$ cat config.mk
export PLATFORM = sky130hd
export DESIGN_NAME = div_sequencer_flat
export DESIGN_NICKNAME = d
export VERILOG_FILES = /design/src/rtl/div_pkg.sv /design/src/rtl/div_sequencer_if.sv /design/src/rtl/run_counter.sv /design/src/rtl/div_sequencer.sv /design/src/flat_wrapper.sv
export SDC_FILE = /design/constraint.sdc
export NUM_CORES = 1
export LEC_CHECK = 0
export ABC_AREA = 1
export CORE_ASPECT_RATIO = 1.25
export CORE_UTILIZATION = 42
export CTS_CLUSTER_SIZE = 20
export DETAILED_ROUTE_END_ITERATION = 12
export PLACE_DENSITY = 0.81
export SLEW_MARGIN = 20
export SYNTH_ARGS = -nofsm -noshare
export SYNTH_HDL_FRONTEND = slang
export SYNTH_SLANG_ARGS = --single-unit
export TNS_END_PERCENT = 30
$ cat constraint.sdc
create_clock -name clk -period 3.7 [get_ports clk]
set_clock_uncertainty 0.05 [all_clocks]
set_input_delay 0.74 -clock clk [delete_from_list [all_inputs] [get_ports clk]]
set_output_delay 0.74 -clock clk [all_outputs]
set_load 0.05 [all_outputs]
$ cat src/rtl/div_pkg.sv
// Shared definitions for the divider control slice: FSM states and the
// default divider geometry.
package div_pkg;

  localparam int DIV_WIDTH   = 32;
  localparam int DIV_ITERS   = 33;
  localparam int DIV_TIMEOUT = 40;

  typedef enum logic [1:0] {
    S_IDLE,
    S_CLEAR,
    S_RUN,
    S_HOLD
  } state_t;

endpackage

$ cat src/rtl/div_sequencer_if.sv
// Bundles the three links around the sequencer: operand intake, the
// iterative divider, and the result consumer.
interface div_sequencer_if import div_pkg::*; #(
  parameter int WIDTH = DIV_WIDTH
);

  logic             in_valid;
  logic             in_ready;
  logic [WIDTH-1:0] in_dividend;
  logic [WIDTH-1:0] in_divisor;

  logic [WIDTH-1:0] div_dividend;
  logic [WIDTH-1:0] div_divisor;
  logic             div_clr;
  logic             div_ready;
  logic [WIDTH-1:0] div_result;
  logic             div_exception;

  logic             out_valid;
  logic             out_ready;
  logic [WIDTH-1:0] out_quotient;
  logic             out_div0;
  logic             out_timeout;

  // The sequencer itself.
  modport slave (
    input  in_valid, in_dividend, in_divisor,
    input  div_ready, div_result, div_exception,
    input  out_ready,
    output in_ready,
    output div_dividend, div_divisor, div_clr,
    output out_valid, out_quotient, out_div0, out_timeout
  );

  // The surroundings: producer, divider and consumer.
  modport master (
    output in_valid, in_dividend, in_divisor,
    output div_ready, div_result, div_exception,
    output out_ready,
    input  in_ready,
    input  div_dividend, div_divisor, div_clr,
    input  out_valid, out_quotient, out_div0, out_timeout
  );

endinterface

$ cat src/rtl/run_counter.sv
// Free-standing up-counter with synchronous active-low reset, a synchronous
// zero-load and a count enable; zero-load wins over enable.
module run_counter #(
  parameter int CNT_W = 6
) (
  input  logic             clk,
  input  logic             clr,
  input  logic             load_zero,
  input  logic             en,
  output logic [CNT_W-1:0] count
);

  // NOTE: state registers use non-blocking assignments so every flop samples
  // pre-edge values, regardless of the order the always blocks are evaluated in.
  always_ff @(posedge clk) begin
    if (!clr) begin
      count <= '0;
    end else if (load_zero) begin
      count <= '0;
    end else if (en) begin
      count <= count + 1'b1;
    end
  end

endmodule

$ cat src/rtl/div_sequencer.sv
// Control stage in front of the iterative signed divider: accepts one operand
// pair, runs the divider once, and holds the quotient and flags for the consumer.
module div_sequencer import div_pkg::*; #(
  parameter int WIDTH   = DIV_WIDTH,
  parameter int TIMEOUT = DIV_TIMEOUT,
  parameter int CNT_W   = 6
) (
  input  logic            clk,
  input  logic            clr,
  div_sequencer_if.slave  bus
);

  state_t           state;
  state_t           state_next;
  logic [CNT_W-1:0] run_count;

  logic accept;
  logic capture_div;
  logic capture_to;
  logic cnt_zero;
  logic cnt_en;

  logic [WIDTH-1:0] dividend_q;
  logic [WIDTH-1:0] divisor_q;
  logic [WIDTH-1:0] quotient_q;
  logic             div0_q;
  logic             timeout_q;

  run_counter #(.CNT_W(CNT_W)) u_run_counter (
    .clk       (clk),
    .clr       (clr),
    .load_zero (cnt_zero),
    .en        (cnt_en),
    .count     (run_count)
  );

  always_ff @(posedge clk) begin
    if (!clr) begin
      state <= S_IDLE;
    end else begin
      state <= state_next;
    end
  end

  // NOTE: every signal assigned here gets a default first, so no path through
  // the case statement can leave one unassigned and infer a latch.
  always_comb begin
    state_next  = state;
    accept      = 1'b0;
    capture_div = 1'b0;
    capture_to  = 1'b0;
    cnt_zero    = 1'b0;
    cnt_en      = 1'b0;
    case (state)
      S_IDLE: begin
        if (bus.in_valid) begin
          accept     = 1'b1;
          state_next = S_CLEAR;
        end
      end
      S_CLEAR: begin
        cnt_zero   = 1'b1;
        state_next = S_RUN;
      end
      S_RUN: begin
        cnt_en = 1'b1;
        // A divider result in the last allowed cycle still beats the timeout.
        if (bus.div_ready) begin
          capture_div = 1'b1;
          state_next  = S_HOLD;
        end else if (run_count == CNT_W'(TIMEOUT - 1)) begin
          capture_to = 1'b1;
          state_next = S_HOLD;
        end
      end
      S_HOLD: begin
        if (bus.out_ready) begin
          state_next = S_IDLE;
        end
      end
      default: state_next = S_IDLE;
    endcase
  end

  always_ff @(posedge clk) begin
    if (!clr) begin
      dividend_q <= '0;
      divisor_q  <= '0;
      quotient_q <= '0;
      div0_q     <= 1'b0;
      timeout_q  <= 1'b0;
    end else begin
      if (accept) begin
        dividend_q <= bus.in_dividend;
        divisor_q  <= bus.in_divisor;
      end
      if (capture_div) begin
        quotient_q <= bus.div_exception ? '0 : bus.div_result;
        div0_q     <= bus.div_exception;
        timeout_q  <= 1'b0;
      end else if (capture_to) begin
        quotient_q <= '0;
        div0_q     <= 1'b0;
        timeout_q  <= 1'b1;
      end
    end
  end

  // Handshake outputs decode registered state only, keeping valid/ready
  // free of combinational paths from the opposite side.
  assign bus.in_ready     = (state == S_IDLE);
  assign bus.out_valid    = (state == S_HOLD);
  assign bus.div_clr      = (state != S_RUN);
  assign bus.div_dividend = dividend_q;
  assign bus.div_divisor  = divisor_q;
  assign bus.out_quotient = quotient_q;
  assign bus.out_div0     = div0_q;
  assign bus.out_timeout  = timeout_q;

endmodule

$ cat src/flat_wrapper.sv
// flat-port wrapper written by rule: the top's interface ports become plain ports
module div_sequencer_flat import div_pkg::*;
#(
  parameter int WIDTH   = DIV_WIDTH,
  parameter int TIMEOUT = DIV_TIMEOUT,
  parameter int CNT_W   = 6
)
  (clk, clr, bus_in_valid, bus_in_dividend, bus_in_divisor, bus_div_ready, bus_div_result, bus_div_exception, bus_out_ready, bus_in_ready, bus_div_dividend, bus_div_divisor, bus_div_clr, bus_out_valid, bus_out_quotient, bus_out_div0, bus_out_timeout);
  div_sequencer_if #(.WIDTH(WIDTH)) bus_i ();
  input  logic clk;
  input  logic clr;
  input wire logic [$bits(bus_i.in_valid)-1:0] bus_in_valid;
  input wire logic [$bits(bus_i.in_dividend)-1:0] bus_in_dividend;
  input wire logic [$bits(bus_i.in_divisor)-1:0] bus_in_divisor;
  input wire logic [$bits(bus_i.div_ready)-1:0] bus_div_ready;
  input wire logic [$bits(bus_i.div_result)-1:0] bus_div_result;
  input wire logic [$bits(bus_i.div_exception)-1:0] bus_div_exception;
  input wire logic [$bits(bus_i.out_ready)-1:0] bus_out_ready;
  output wire logic [$bits(bus_i.in_ready)-1:0] bus_in_ready;
  output wire logic [$bits(bus_i.div_dividend)-1:0] bus_div_dividend;
  output wire logic [$bits(bus_i.div_divisor)-1:0] bus_div_divisor;
  output wire logic [$bits(bus_i.div_clr)-1:0] bus_div_clr;
  output wire logic [$bits(bus_i.out_valid)-1:0] bus_out_valid;
  output wire logic [$bits(bus_i.out_quotient)-1:0] bus_out_quotient;
  output wire logic [$bits(bus_i.out_div0)-1:0] bus_out_div0;
  output wire logic [$bits(bus_i.out_timeout)-1:0] bus_out_timeout;
  assign bus_i.in_valid = bus_in_valid;
  assign bus_i.in_dividend = bus_in_dividend;
  assign bus_i.in_divisor = bus_in_divisor;
  assign bus_i.div_ready = bus_div_ready;
  assign bus_i.div_result = bus_div_result;
  assign bus_i.div_exception = bus_div_exception;
  assign bus_i.out_ready = bus_out_ready;
  assign bus_in_ready = bus_i.in_ready;
  assign bus_div_dividend = bus_i.div_dividend;
  assign bus_div_divisor = bus_i.div_divisor;
  assign bus_div_clr = bus_i.div_clr;
  assign bus_out_valid = bus_i.out_valid;
  assign bus_out_quotient = bus_i.out_quotient;
  assign bus_out_div0 = bus_i.out_div0;
  assign bus_out_timeout = bus_i.out_timeout;
  div_sequencer #(.WIDTH(WIDTH), .TIMEOUT(TIMEOUT), .CNT_W(CNT_W)) u_core (.clk(clk), .clr(clr), .bus(bus_i));
endmodule
# Yosys cells after proc, flatten, opt, wreduce, memory -nomap -nowiden
# Index checks and enable logic that the tools add are counted.
# Widths: inputs -> output; s select.
[word_totals] regBits=106 elab_cells=41 in_bits=102 output_inout_bits=101
[op_classes] n_eq_ne=8 reduce_logical=5 addsub=1 muxes=19 bitwise=1
[op_table] cell="$mux 32" n=3
[op_table] cell="$mux 1" n=11
[op_table] cell="$mux 2" n=4
[op_table] cell="$pmux 2 s4" n=1
[op_table] cell="$add 6x1->6 const B" n=1
[op_table] cell="$eq 6x6->1 const B" n=1
[op_table] cell="$ne 2x2->1 const B" n=3
[op_table] cell="$eq 2x2->1 const B" n=2
[op_table] cell="$reduce_or 2->1" n=2
[op_table] cell="$ne 3x2->1 const B" n=1
[op_table] cell="$reduce_and 3->1" n=1
[op_table] cell="$eq 2x1->1 const B" n=1
[op_table] cell="$logic_not 2->1" n=1
[op_table] cell="$reduce_bool 2->1" n=1
[op_table] cell="$not 1->1" n=1

# Logic depth before layout (Yosys ltp)
[logic_depth] depth_word=6 mapped_depth=9 ltp_nobuf=8

# By module
# From an unflattened synthesis, not the netlist that was laid out.
[unflattened] hier_cells=497 area_unflattened_um2=3915.0
[by_module_without_submodules] module="div_sequencer" seq_area_each_um2=2001.9 area_per_inst_um2=3658.5 cells_each=462 instances=1
[by_module_without_submodules] module="run_counter" seq_area_each_um2=120.1 area_per_inst_um2=256.5 cells_each=35 instances=1

# Least setup slack after synthesis
# Ideal clock, no wire load.
[synth_timing] path_kind="flip-flop to output port" startpoint="register u_core.state[0]" endpoint="output port bus_div_clr" path_stages_with_launch=5 arrival_time_ps=960 path_slack_ps=1950 path_buffers=1 t_required_ps=2910 path_cell_list="dfxtp_1 > inv_1 > ha_1 > buf_6 > inv_2"
[synth_between] elab_chain_len=1
[synth_lines] item="from (decl)" line_no="div_sequencer.sv:13" text="state_t state;"
[synth_lines] item="from (signal assigned)" line_no="div_sequencer.sv:41" text="state <= state_next;"
[synth_lines] item="$ne 2x2->1" line_no="div_sequencer.sv:113" text="assign bus.div_clr = (state != S_RUN);"
[synth_lines] item="to (decl)" line_no="flat_wrapper.sv:22" text="output wire logic [$bits(bus_i.div_clr)-1:0] bus_div_clr;"
# No other way between the ends.

# Worst setup path in the final report
# Same ends and word-level chain as after synthesis.

==> key figures <==
Setup path
  • R2R depth: 6
  • Arr. time, crit path: approximately 2100 ps
  • CP Cell Sequence: inv_1 > ha_1 > inv_2 > clkdlybuf4s50_1
  • R2R Path End: u_core.bus.out_quotient[5]
  • Startpoint type of the worst setup path: register
  • CP endpoint kind: output port
  • Kind of cell adding the most delay to the critical path: buffers and inverters
  • Buffers and inverters on the worst path: 3
  • Reg-to-Reg Start: u_core.state[0]
  • Worst path slowest cell: clkdlybuf4s50_1
  • Critical path class: reg2out
  • WP data required: roughly 2900 ps
  • R2R Setup Slk: ~1600 ps
  • Crit path capture: bus_div_clr
  • Crit Path Max Fanout: 8
  • Crit path launch: u_core.state[0]
  • Instance count on the critical path: 4
  • CP max stage delay: 820 ps

Layout
  • Area of the multi-input gates: 1550 um^2
  • Fraction of layout cells with a size suffix above 1: 0.0367
  • # fillers: about 730
  • Layout area overhead: 56.2%
  • Seq. cell area: roughly 2100 um^2
  • Nets: around 780
  • Design area: a little over 6000 um^2
  • Final Non-Filler Cells: ~800

Route
  • 1st-pass router iterations: 4
  • Top layer used by detailed routing: met4
  • DRC viols: 0
  • DR WL met2: between 5000 and 6000 um
  • Vias: approximately 3,900
  • Iter 0 DRT Violations: ~160
  • Avg Vias per Cell: slightly below 5
  • Antenna violation net count after detailed routing: 0
  • Final wirelength: roughly 11,000 um
  • WL per Instance: roughly 13 um
  • Met3 wire len: roughly 1300 um
  • M1 wire length: approximately 4000 um

Global route
  • Vias in the first global route: around 3,600
  • Grt ovf: 0
  • First-pass GRT wire length: between 15,000 and 20,000 um
  • Largest net degree at the start of global routing: 69
  • Antenna violations before repair: 1
  • Total track usage: 0.220

Power and ir drop
  • Pwr/cell area: roughly 700 nW/um^2
  • Clock share of power: 0.159
  • P_leak: between 2 and 2.5 nW
  • Int Pwr: about 2.3 mW
  • Net Sw Power: between 1.5 and 2 mW
  • Logic gate share of total power: 0.480
  • Sequential Power Share: 0.361
  • IR drop worst, VDD: between 400 and 500 uV
  • Switching part of the total: 0.439

Floorplan
  • Die Wd: 88.2 um
  • Die area: approximately 9700 um^2
  • Initial Utilization: 0.441
  • Core box area: 8840 um^2
  • Die Ht: 110 um
  • IO Pins: 203
  • Rows: 38

STA
  • Worst slew pin tran: 1050 ps
  • Max Fclk: approximately 0.34 GHz
  • Final Critical Period: 2900 ps
  • Final hold viol count: 0
  • Worst slew margin: 0.300
  • Crit share post-route: 0.784
  • RSZ-0062 raised after global routing: no
  • Sum Neg Setup Slack: 0 ps
  • Final setup violation count: 0
  • Max Slew Vio Count: 0

Yosys
  • Yosys cell types: 21
  • Top_reg_cell synth: dfxtp_1
  • Yosys warnings: 0
  • Async SR Flop Fraction: 0
  • Commonest cells in the netlist: nor2_1 (136), dfxtp_1 (106), o21ai_0 (66)
  • Number of synthesized flops with an enable pin: 0
  • Sequential area share after synthesis: 0.544
  • Ranking of synthesized cells by area: dfxtp_1 (54%), nor2_1 (13%), o21ai_0 (8.5%)
  • Syn_nets: about 600
  • Leading area contributor after synthesis: dfxtp_1
  • Mean post-synth cell area: 7.88 um^2
  • Mapped Cells: roughly 500
  • FF+latch count, synth: 106
  • Post-Synthesis Cell Area: about 3900 um^2
  • Proportion of netlist area held by the largest area contributor: 0.544
  • Top-count cell post-synth: nor2_1

Clocking
  • Post-CTS Resized: 0
  • Clk sinks: between 100 and 150
  • CTS clk-pin slew, worst paths: about 90 ps
  • Clk Latency, worst-skew pair: 360 ps
  • Clk root buf: clkbuf_8
  • TritonCTS Buffers: 9
  • H-tree levels: 3
  • Longest Clk Path Bufs: 2
  • Hold buffers post-CTS: 0
  • CTS tree: done
  • Setup bufs post-CTS: 0

Place
  • Final GP Congestion: approximately 0.8
  • Buffers on Ports: just over 200
  • Cell count after placement: slightly below 800
  • Placed inst area: 5910 um^2
  • Final HPWL DP: roughly 7700 um

Outcome
  • Outcome: completed

Worst hold path
  • Hold WC Path Type: reg2reg

Job
  • MaxCap Viol Count: 0
==> registers in the layout (all words and copies together), names as in the netlist <==
signal	flops
u_core.bus.div_dividend	32
u_core.bus.div_divisor	32
u_core.bus.out_quotient	32
u_core.u_run_counter.count	6
u_core.state	2
u_core.bus.out_div0	1
u_core.bus.out_timeout	1
==> how the worst min path moves through the flow <==
stage / startpoint / end / cells after the start
global placement: u_core.bus.out_timeout / u_core.bus.out_timeout / 2
CTS: u_core.bus.out_timeout / u_core.bus.out_timeout / 2
detailed placement: u_core.bus.out_timeout / u_core.bus.out_timeout / 2
global route: u_core.bus.out_div0 / u_core.bus.out_div0 / 2
floorplan: u_core.u_run_counter.count[5] / u_core.u_run_counter.count[5] / 2
finish: u_core.bus.out_timeout / u_core.bus.out_timeout / 2
==> final cells by class <==
| class | instances | area share |
|---|---|---|
| Clock buffer | 14 | 0.0283 |
| Tap cell | 120 | 0.0246 |
| Clock inverter | 2 | 0.00164 |
| Sequential cell | 106 | 0.348 |
| Antenna cell | 1 | 0.000411 |
| Inverter | 14 | 0.00863 |
| Timing Repair Buffer | 204 | 0.334 |
| Multi-Input combinational cell | 341 | 0.254 |
==> kinds of logic after synthesis <==
logic type,count (synthesis),synth area share
buffers and inverters,48,0.0590
adder cells (fa/ha/maj),5,0.0160
AND/OR/NAND/NOR,230,0.245
AO/OA/AOI/OAI,106,0.136
flip-flops,106,0.544
==> power groups by stage <==
stage / Sequential (mW) / Combinational (mW) / Clock (mW)
final: 1.51 / 2.00 / 0.663
after global routing: 1.53 / 2.13 / 0.722
after CTS: 1.51 / 2.01 / 0.685
after global placement: 1.52 / 1.98 / 0
after floorplan: 2.31 / 0.542 / 0
after detailed placement: 1.54 / 2.01 / 0
==> worst register-to-register path, cell delays in order, from the launching register on <==
cell	delay (ps)
dfxtp_1	350
inv_1	90
ha_1	350
nand2_4	310
nor2_4	630
nand2_1	140
a21oi_1	170
==> stage by stage <==
stage                     utilization  hold WS (ps)  total power [mW]  worst slack, ps
after floorplan                     -           403              2.85             1950
after global placement          0.668           385              3.50             1150
after detailed placement        0.668           391              3.54             1080
after CTS                       0.689           404              4.21              783
after global routing            0.689           433              4.39              720
final                           0.689           405              4.17              798
==> per-layer routing <==
layer / vias to the layer above / GRT usage
li1: 1968 / -
met2: 174 / 0.374
met3: 22 / 0.102
met5: - / 0
met1: 1746 / 0.228
met4: 0 / 0.103
==> placed cells by master (no fill, tap or decap) <==
cell type / synthesis / routed
nor3b_1: 2 / 2
nand2_2: 0 / 1
nor2_4: 2 / 2
diode_2: 0 / 1
nor2_1: 136 / 136
nand2_1: 46 / 45
inv_1: 11 / 11
inv_2: 3 / 3
clkdlybuf4s50_1: 0 / 201
clkbuf_1: 20 / 2
or2_0: 1 / 1
nand2_4: 1 / 1
o21ai_0: 66 / 66
nand3_1: 36 / 36
clkinv_2: 0 / 2
buf_2: 6 / 1
a21oi_1: 40 / 40
nor3_1: 4 / 4
nand4_1: 1 / 1
ha_1: 5 / 5
nand3_2: 1 / 1
dfxtp_1: 106 / 106
clkbuf_8: 0 / 12
buf_4: 3 / 2
Power figures use the tool's default switching activity.
